### src/rtl/bisr_pkg.sv
// Shared types and helpers for the BISR recompute path.
// Holds the dispatcher state encoding and one-hot decode.
package bisr_pkg;

    typedef enum logic [2:0] {
        IDLE  = 3'd0,
        ARMED = 3'd1,
        ISSUE = 3'd2,
        WAIT  = 3'd3,
        HOLD  = 3'd4
    } disp_state_t;

    localparam int RU_LAT_DEFAULT = 2;

    // Wide one-hot; callers size-cast down to their row/col count.
    function automatic logic [63:0] onehot(input logic [5:0] idx);
        onehot = 64'd1 << idx;
    endfunction

endpackage

### src/rtl/recompute_dispatcher.sv
// Routes one faulty PE's operands to the shared recompute unit
// and hands back the substituted result.
module recompute_dispatcher
    import bisr_pkg::*;
#(
    parameter int WORD_SIZE = 16,
    parameter int ROWS      = 4,
    parameter int COLS      = 4,
    parameter int RU_LAT    = RU_LAT_DEFAULT
) (
    input  logic                     clk,
    input  logic                     rst,
    input  logic                     fault_valid,
    input  logic [$clog2(ROWS)-1:0]  fault_row,
    input  logic [$clog2(COLS)-1:0]  fault_col,
    output logic                     fault_ready,
    input  logic                     tap_valid,
    input  logic [$clog2(ROWS)-1:0]  tap_row,
    input  logic [$clog2(COLS)-1:0]  tap_col,
    input  logic [WORD_SIZE-1:0]     tap_weight,
    input  logic [WORD_SIZE-1:0]     tap_top,
    input  logic [WORD_SIZE-1:0]     tap_left,
    output logic [WORD_SIZE-1:0]     ru_weight,
    output logic [WORD_SIZE-1:0]     ru_top,
    output logic [WORD_SIZE-1:0]     ru_left,
    output logic [ROWS-1:0]          ru_faulty_row,
    output logic [COLS-1:0]          ru_faulty_col,
    input  logic [WORD_SIZE-1:0]     ru_bottom,
    output logic                     res_valid,
    input  logic                     res_ready,
    output logic [WORD_SIZE-1:0]     res_data,
    output logic [$clog2(ROWS)-1:0]  res_row,
    output logic [$clog2(COLS)-1:0]  res_col,
    output logic                     busy,
    output logic                     miss
);

    localparam int RW = $clog2(ROWS);
    localparam int CW_ = $clog2(COLS);
    localparam int CNTW = (RU_LAT > 1) ? $clog2(RU_LAT) : 1;

    disp_state_t          state_q, state_d;
    logic [RW-1:0]        row_q, row_d;
    logic [CW_-1:0]       col_q, col_d;
    logic [CNTW-1:0]      cnt_q, cnt_d;
    logic                 miss_q, miss_d;
    logic                 fault_ready_q, fault_ready_d;
    logic                 busy_q, busy_d;
    logic [WORD_SIZE-1:0] ru_weight_q, ru_weight_d;
    logic [WORD_SIZE-1:0] ru_top_q, ru_top_d;
    logic [WORD_SIZE-1:0] ru_left_q, ru_left_d;
    logic [ROWS-1:0]      frow_q, frow_d;
    logic [COLS-1:0]      fcol_q, fcol_d;
    logic                 res_valid_q, res_valid_d;
    logic [WORD_SIZE-1:0] res_data_q, res_data_d;
    logic [RW-1:0]        res_row_q, res_row_d;
    logic [CW_-1:0]       res_col_q, res_col_d;
    logic                 tap_hit;

    assign tap_hit = tap_valid && (tap_row == row_q)
                     && (tap_col == col_q);

    // Next-state and next-output computation for the dispatch FSM.
    always_comb begin
        state_d     = state_q;
        row_d       = row_q;
        col_d       = col_q;
        cnt_d       = cnt_q;
        miss_d      = miss_q;
        ru_weight_d = '0;
        ru_top_d    = '0;
        ru_left_d   = '0;
        frow_d      = frow_q;
        fcol_d      = fcol_q;
        res_valid_d = res_valid_q;
        res_data_d  = res_data_q;
        res_row_d   = res_row_q;
        res_col_d   = res_col_q;
        unique case (state_q)
            IDLE: begin
                if (fault_valid) begin
                    row_d   = fault_row;
                    col_d   = fault_col;
                    miss_d  = 1'b0;
                    frow_d  = ROWS'(onehot(6'(fault_row)));
                    fcol_d  = COLS'(onehot(6'(fault_col)));
                    state_d = ARMED;
                end
            end
            ARMED: begin
                if (tap_hit) begin
                    ru_weight_d = tap_weight;
                    ru_top_d    = tap_top;
                    ru_left_d   = tap_left;
                    state_d     = ISSUE;
                end
            end
            ISSUE: begin
                if (tap_hit) miss_d = 1'b1;
                cnt_d   = CNTW'(RU_LAT - 1);
                state_d = WAIT;
            end
            WAIT: begin
                if (tap_hit) miss_d = 1'b1;
                if (cnt_q == '0) begin
                    res_data_d  = ru_bottom;
                    res_row_d   = row_q;
                    res_col_d   = col_q;
                    res_valid_d = 1'b1;
                    state_d     = HOLD;
                end else begin
                    cnt_d = cnt_q - CNTW'(1);
                end
            end
            HOLD: begin
                if (tap_hit) miss_d = 1'b1;
                if (res_valid_q && res_ready) begin
                    res_valid_d = 1'b0;
                    res_data_d  = '0;
                    res_row_d   = '0;
                    res_col_d   = '0;
                    frow_d      = '0;
                    fcol_d      = '0;
                    state_d     = IDLE;
                end
            end
            default: state_d = IDLE;
        endcase
        fault_ready_d = (state_d == IDLE);
        busy_d        = (state_d != IDLE);
    end

    // State and registered outputs; reset returns to an idle, ready dispatcher.
    always_ff @(posedge clk) begin
        if (rst) begin
            state_q       <= IDLE;
            row_q         <= '0;
            col_q         <= '0;
            cnt_q         <= '0;
            miss_q        <= 1'b0;
            fault_ready_q <= 1'b1;
            busy_q        <= 1'b0;
            ru_weight_q   <= '0;
            ru_top_q      <= '0;
            ru_left_q     <= '0;
            frow_q        <= '0;
            fcol_q        <= '0;
            res_valid_q   <= 1'b0;
            res_data_q    <= '0;
            res_row_q     <= '0;
            res_col_q     <= '0;
        end else begin
            state_q       <= state_d;
            row_q         <= row_d;
            col_q         <= col_d;
            cnt_q         <= cnt_d;
            miss_q        <= miss_d;
            fault_ready_q <= fault_ready_d;
            busy_q        <= busy_d;
            ru_weight_q   <= ru_weight_d;
            ru_top_q      <= ru_top_d;
            ru_left_q     <= ru_left_d;
            frow_q        <= frow_d;
            fcol_q        <= fcol_d;
            res_valid_q   <= res_valid_d;
            res_data_q    <= res_data_d;
            res_row_q     <= res_row_d;
            res_col_q     <= res_col_d;
        end
    end

    assign fault_ready   = fault_ready_q;
    assign busy          = busy_q;
    assign miss          = miss_q;
    assign ru_weight     = ru_weight_q;
    assign ru_top        = ru_top_q;
    assign ru_left       = ru_left_q;
    assign ru_faulty_row = frow_q;
    assign ru_faulty_col = fcol_q;
    assign res_valid     = res_valid_q;
    assign res_data      = res_data_q;
    assign res_row       = res_row_q;
    assign res_col       = res_col_q;

endmodule

### config.mk
export PLATFORM = sky130hd
export DESIGN_NAME = recompute_dispatcher
export DESIGN_NICKNAME = d
export VERILOG_FILES = /design/src/rtl/bisr_pkg.sv /design/src/rtl/recompute_dispatcher.sv
export SDC_FILE = /design/constraint.sdc
export NUM_CORES = 1
export LEC_CHECK = 0
export ABC_AREA = 1
export ABC_CLOCK_PERIOD_IN_PS = 1700
export CAP_MARGIN = 20
export CORE_AREA = 2 2 91 93
export CTS_BUF_LIST = sky130_fd_sc_hd__clkbuf_4
export DETAILED_ROUTE_END_ITERATION = 10
export DIE_AREA = 0 0 93 95
export PLACE_DENSITY = 0.92
export SKIP_CTS_REPAIR_TIMING = 1
export SLEW_MARGIN = 20
export SYNTH_ARGS = -nofsm -noshare
export SYNTH_HDL_FRONTEND = slang
export SYNTH_SLANG_ARGS = --single-unit
### constraint.sdc
create_clock -name clk -period 1.7 [get_ports clk]
set_input_delay 0.34 -clock clk [delete_from_list [all_inputs] [get_ports clk]]
set_output_delay 0.34 -clock clk [all_outputs]
set_load 0.05 [all_outputs]
## Word level (Yosys, flattened, before mapping)

Index checks and enable logic that the tools add are counted.

- Add/subtract/negate cells: 1
- Eq/ne operators: 10
- Shift operators: 2
- Muxes and demuxes: 26
- Bitwise gates (word level): 2
- Reduce and logical (&&, ||, !) cells: 16

Operators with widths:

| kind | number |
|---|---|
| 16-bit 2-to-1 mux | 2 |
| 16-bit case mux with 2 select lines | 1 |
| 4-bit case mux with 2 select lines | 2 |
| 3-bit case mux with 5 select lines | 1 |
| 3-bit 2-to-1 mux | 4 |
| 4-bit 2-to-1 mux | 3 |
| 3-bit AND reduction | 3 |
| 2-bit case mux with 2 select lines | 2 |
| 2-bit nonzero test | 4 |
| 1-bit by 2-bit left shift with 4-bit output (first input constant) | 2 |
| 3-bit by 2-bit == test with 1-bit output (second input constant) | 2 |
| 3-bit zero test | 2 |
| 2-bit 2-to-1 mux | 3 |
| 2-bit != test (second input constant) | 3 |
| 1-bit case mux with 2 select lines | 3 |
| 3-bit OR reduction | 2 |
| 1-bit 2-to-1 mux | 5 |
| 2-bit == test | 2 |
| 3-bit by 1-bit == test with 1-bit output (second input constant) | 1 |
| 3-bit == test (second input constant) | 1 |
| 1-bit logical AND | 3 |
| 3-bit nonzero test | 1 |
| 2-bit by 1-bit != test with 1-bit output (second input constant) | 1 |
| 1-bit NOT | 2 |
| 2 further kinds | 2 |

- Register bits: 88
- Input bits: 77
- Output and inout bits: 80
- Word-level logic and storage cells: 73

## Logic depth before layout (Yosys ltp)

Gate-level depths: netlist (run 1).

- Depth in word-level cells: 6
- Depth in mapped cells: 10
- Mapped depth without buffers: 10

## Least setup slack after synthesis (run 1)

OpenSTA, ideal clock, no wires.

- Kind: reg-to-reg
- Start: reg res_valid_q (netlist: res_valid)
- End: reg fcol_q[0] (netlist: ru_faulty_col[0])
- Arrival: 1.447 ns
- Data required time: 1.572 ns
- Setup slack: 0.125 ns
- Cell stages (with the launch flop): 7
- Buffers on the path: 1
- Cell sequence: dfxtp_1 inv_1 o31ai_4 buf_2 nand2_1 o21ai_0 nor2_1

- Word-level cells in the longest chain between the ends: 3

RTL lines:

| element | line | text |
|---|---|---|
| from (decl) | recompute_dispatcher.sv:54 | `logic res_valid_q, res_valid_d;` |
| from (signal assigned) | recompute_dispatcher.sv:165 | `res_valid_q <= res_valid_d;` |
| 1-bit logical AND | recompute_dispatcher.sv:117 | `if (res_valid_q && res_ready) begin` |
| 2-bit != test (no line) | - |  |
| 3-bit AND reduction (no line) | - |  |
| to (signal assigned) | recompute_dispatcher.sv:164 | `fcol_q <= fcol_d;` |
| to (decl) | recompute_dispatcher.sv:53 | `logic [COLS-1:0] fcol_q, fcol_d;` |

Every way passes these cells.
A chain may end at the register's enable or synchronous reset.

## Final worst setup path (run 1)

- Start: reg col_q[0]
- End: reg ru_left_q[1] (netlist: ru_left[1])

- Word-level cells in the longest chain between the ends: 4

RTL lines:

| element | line | text |
|---|---|---|
| from (decl) | recompute_dispatcher.sv:44 | `logic [CW_-1:0] col_q, col_d;` |
| from (signal assigned) | recompute_dispatcher.sv:155 | `col_q <= col_d;` |
| 2-bit == test | recompute_dispatcher.sv:61 | `&& (tap_col == col_q);` |
| 1-bit logical AND | recompute_dispatcher.sv:61 |  |
| 1-bit NOT (no line) | - |  |
| 3-bit OR reduction (no line) | - |  |
| to (signal assigned) | recompute_dispatcher.sv:162 | `ru_left_q <= ru_left_d;` |
| to (decl) | recompute_dispatcher.sv:51 | `logic [WORD_SIZE-1:0] ru_left_q, ru_left_d;` |

Every way passes these cells.

==> flow_summary.yaml, run 1 <==
run_status:
  status: "finished clean"
die:
  die_w_um: 93
  start_util_pct: 39.9
  io_pins: 157
  num_rows: 33
  die_height_um: 95
  die_area_mm2: 0.00884
  core_area_mm2: 0.00793
cts:
  cts.sinks: 88
  numCtsBuffers: 9
  cts_tree: "yes"
  cts_max_path_buffers: 2
  h-tree-depth: 3
  clk_pin_slew_ns: 0.15
  cts_root_buf: "clkbuf_4"
  worstSkewPairLatency_ns: 0.44
yosys:
  ys_ff_latch: 88
  synth_top_area_share_pct: 55.7
  syn_area_mm2: 0.00316
  synth_area_leaders: "dfxtp_1 56%, inv_1 7.7%, nor2_4 7.1%, nand2_1 6.3%, a21oi_1 4.9%"
  netlist_instances: 367
  yosys.area_share.simple_pct: 24.6
  synthXorXnorAreaFrac_pct: 0.277
  yosysSeqAreaShare_pct: 55.7
  synth_compound_area_share_pct: 7.80
  synthAdderAreaFrac_pct: 0
  synth_top_family_by_area: "simple AND/OR/NAND/NOR gates"
  synthMuxAreaShare_pct: 0
  yosysTopAreaCell: "dfxtp_1"
  ys_warn_count: 0
  synth_fp_nets: 444
  ys_types: 26
  syn_avg_cell_area_um2: 8.62
power:
  p_clk_share_pct: 27.6
  internal-power_uw: 2650
  ir_drop_mv: 0.480
  power.leakage_uw: 0.00224
  seqPwrFrac_pct: 58.5
  p_total_uw: 3630
  swShare_pct: 27.1
  p_sw_uw: 982
  combPwrFrac_pct: 13.9
  power_density_mw_per_mm2: 756
grt:
  grt.total_usage_pct: 17.8
  grt_start_max_net_pins: 30
  grt_overflow: 0
  grt_pass1_wl_um: 12300
  antenna_found_initial: 0
  grt_pass1_vias: 2851
setup_path:
  end_kind: "register"
  start_kind: "register"
  required_ns: 2.05
  cp_max_fo: 29
  critical_path_class: "reg2reg"
  arrival_ns: 1.88
  ff2ff_setup_slack_ns: 0.18
flow_run:
  drv_cap: 0
placement:
  place_area_mm2: 0.00468
  place_congestion: 0.875
  dp_hpwl_um: 6190
  port_buffers: 156
  place_inst: 627
sta:
  tightest_slew_ns: 0.259
  hold_slack_ns: 0.416
  slew_viol_final: 0
  max_freq_ghz: 0.658
  hold_viol: 0
  setup_viol: 0
  skew_ns: 0.0268
  finalCritPeriodShare_pct: 89.4
  grt_setup_unrepaired: "false"
  layout_min_cycle_time_ns: 1.52
  slew_headroom_pct: 82.7
finish:
  antennaDiodeCount: 0
  final_cell_count_no_fill: 643
  num-fill-cells: 692
  drive_gt1_share_pct: 26.6
  final_nets: 610
  areaGrowthSynthToFinish_pct: 51.8
  fin_area_mm2: 0.00480
route:
  ant_nets: 0
  drt_iter0_drc: 79
  routed_wl_um: 7860
  remaining_drc_errors: 0
  wl_per_cell_um: 12.2
  post_drt_via_cell_ratio: 4.49
  dr_total_vias: 2888
  dr.pass1.iters: 4
worst_hold_path:
  hp-class: "in2reg"
## state kept, by name, summed over array words and instances, names as in the netlist, 2 cells and up
register,cells
col_q,2
res_row,2
ru_left,16
ru_faulty_row,4
ru_faulty_col,4
res_data,16
res_col,2
state_q,3
row_q,2
ru_weight,16
ru_top,16
## cells by family after synthesis
kind of cell | after synthesis
xor gates and xnor gates | 1
DFF | 88
and+or+nand+nor | 149
buffers and inverters | 85
AOI/OAI and AO/OA | 44
## routing by layer
metal  wire length [um]  track usage [%]  vias up
li1                   -                -     1447
met1               2930             18.5     1302
met2               4000             31.7      121
met3                723             7.26       18
met4                207             7.72        0
met5                  0                0        -
## cell usage after synthesis
library cell,number
or2_1,1
nor2_4,20
o21ai_1,1
buf_6,1
nor2_1,37
buf_2,1
buf_12,2
nand4_1,1
dfxtp_1,88
nand2_1,53
inv_1,65
o211ai_2,1
nor3_2,1
a21oi_1,31
o31ai_4,1
inv_2,5
nand3_1,26
nand3_2,1
o21ai_0,9
nand2_2,1
nor3_1,4
nor2_2,4
xnor2_1,1
clkbuf_1,9
a211oi_1,1
buf_4,2
## path summary, 6_finish.rpt
path / start / endpoint / cells after the start
setup / recovery: col_q[0] / ru_left[1] / 8
hold reg to reg: res_col[0] / res_col[0] / 2
hold / removal: tap_left[12] / ru_left[12] / 3
setup reg to reg: col_q[0] / ru_left[1] / 8
## metrics by stage
stage	util, %	setup TNS, ns	setup WS (ns)
2_1_floorplan	-	0	0.125
3_3_place_gp	59.1	-5.49	-0.136
3_5_place_dp	59.1	-7.06	-0.202
4_1_cts	60.5	0	0.185
5_1_grt	60.5	0	0.0469
6_report	60.5	0	0.179
## layout make-up
| class | count | area [um2] | share of cell area (%) |
|---|---|---|---|
| flip-flops and latches | 88 | 1760 | 36.7 |
| multi-input cells | 194 | 1030 | 21.6 |
| well taps | 105 | 131 | 2.74 |
| clock buffers | 9 | 67.6 | 1.41 |
| inverters | 70 | 263 | 5.48 |
| clock inverters | 7 | 48.8 | 1.02 |
| repair buffers | 170 | 1490 | 31.1 |
## critical path, cell delays in order (launching register included)
cell and delay, ns:
dfxtp_1 0.38, inv_1 0.06, nand2_1 0.05, nand2_1 0.06
nor2_2 0.13, nand4_1 0.13, or2_4 0.30, buf_12 0.19
nor2_1 0.13
## cell usage in the layout (no fill, tap or decap)
cell / synthesis / final
dfxtp_1: 88 / 88
o211ai_2: 1 / 1
or2_4: 0 / 1
a211oi_1: 1 / 1
nor2_4: 20 / 20
nand3_2: 1 / 1
clkinv_4: 0 / 3
nand3_1: 26 / 26
o31ai_4: 1 / 1
nor2_2: 4 / 4
inv_2: 5 / 5
o21ai_1: 1 / 1
xnor2_1: 1 / 1
nor3_1: 4 / 4
o21ai_0: 9 / 9
clkinv_1: 0 / 2
nor2_1: 37 / 37
clkbuf_4: 0 / 9
nor3_2: 1 / 1
buf_4: 2 / 92
inv_1: 65 / 65
a21oi_1: 31 / 31
nand4_1: 1 / 1
clkinvlp_4: 0 / 2
clkdlybuf4s50_1: 0 / 76
buf_12: 2 / 2
nand2_2: 1 / 1
nand2_1: 53 / 53
## power groups by stage
stage	sequential (uW)	clock [uW]	combinational [uW]
2_1_floorplan	2250	0	152
3_3_place_gp	2170	0	496
3_5_place_dp	2170	0	503
4_1_cts	2120	1040	507
5_1_grt	2130	1140	546
6_report	2120	1000	504
(Power assumes the default switching activity.)
==> run 2: changes to the inputs <==
- CAP_MARGIN: 20 -> 5
- CTS_CLUSTER_SIZE: not set -> 12
==> results of run 2 <==
Same layout as run 1: the final DEF is identical, and so are final timing and power.
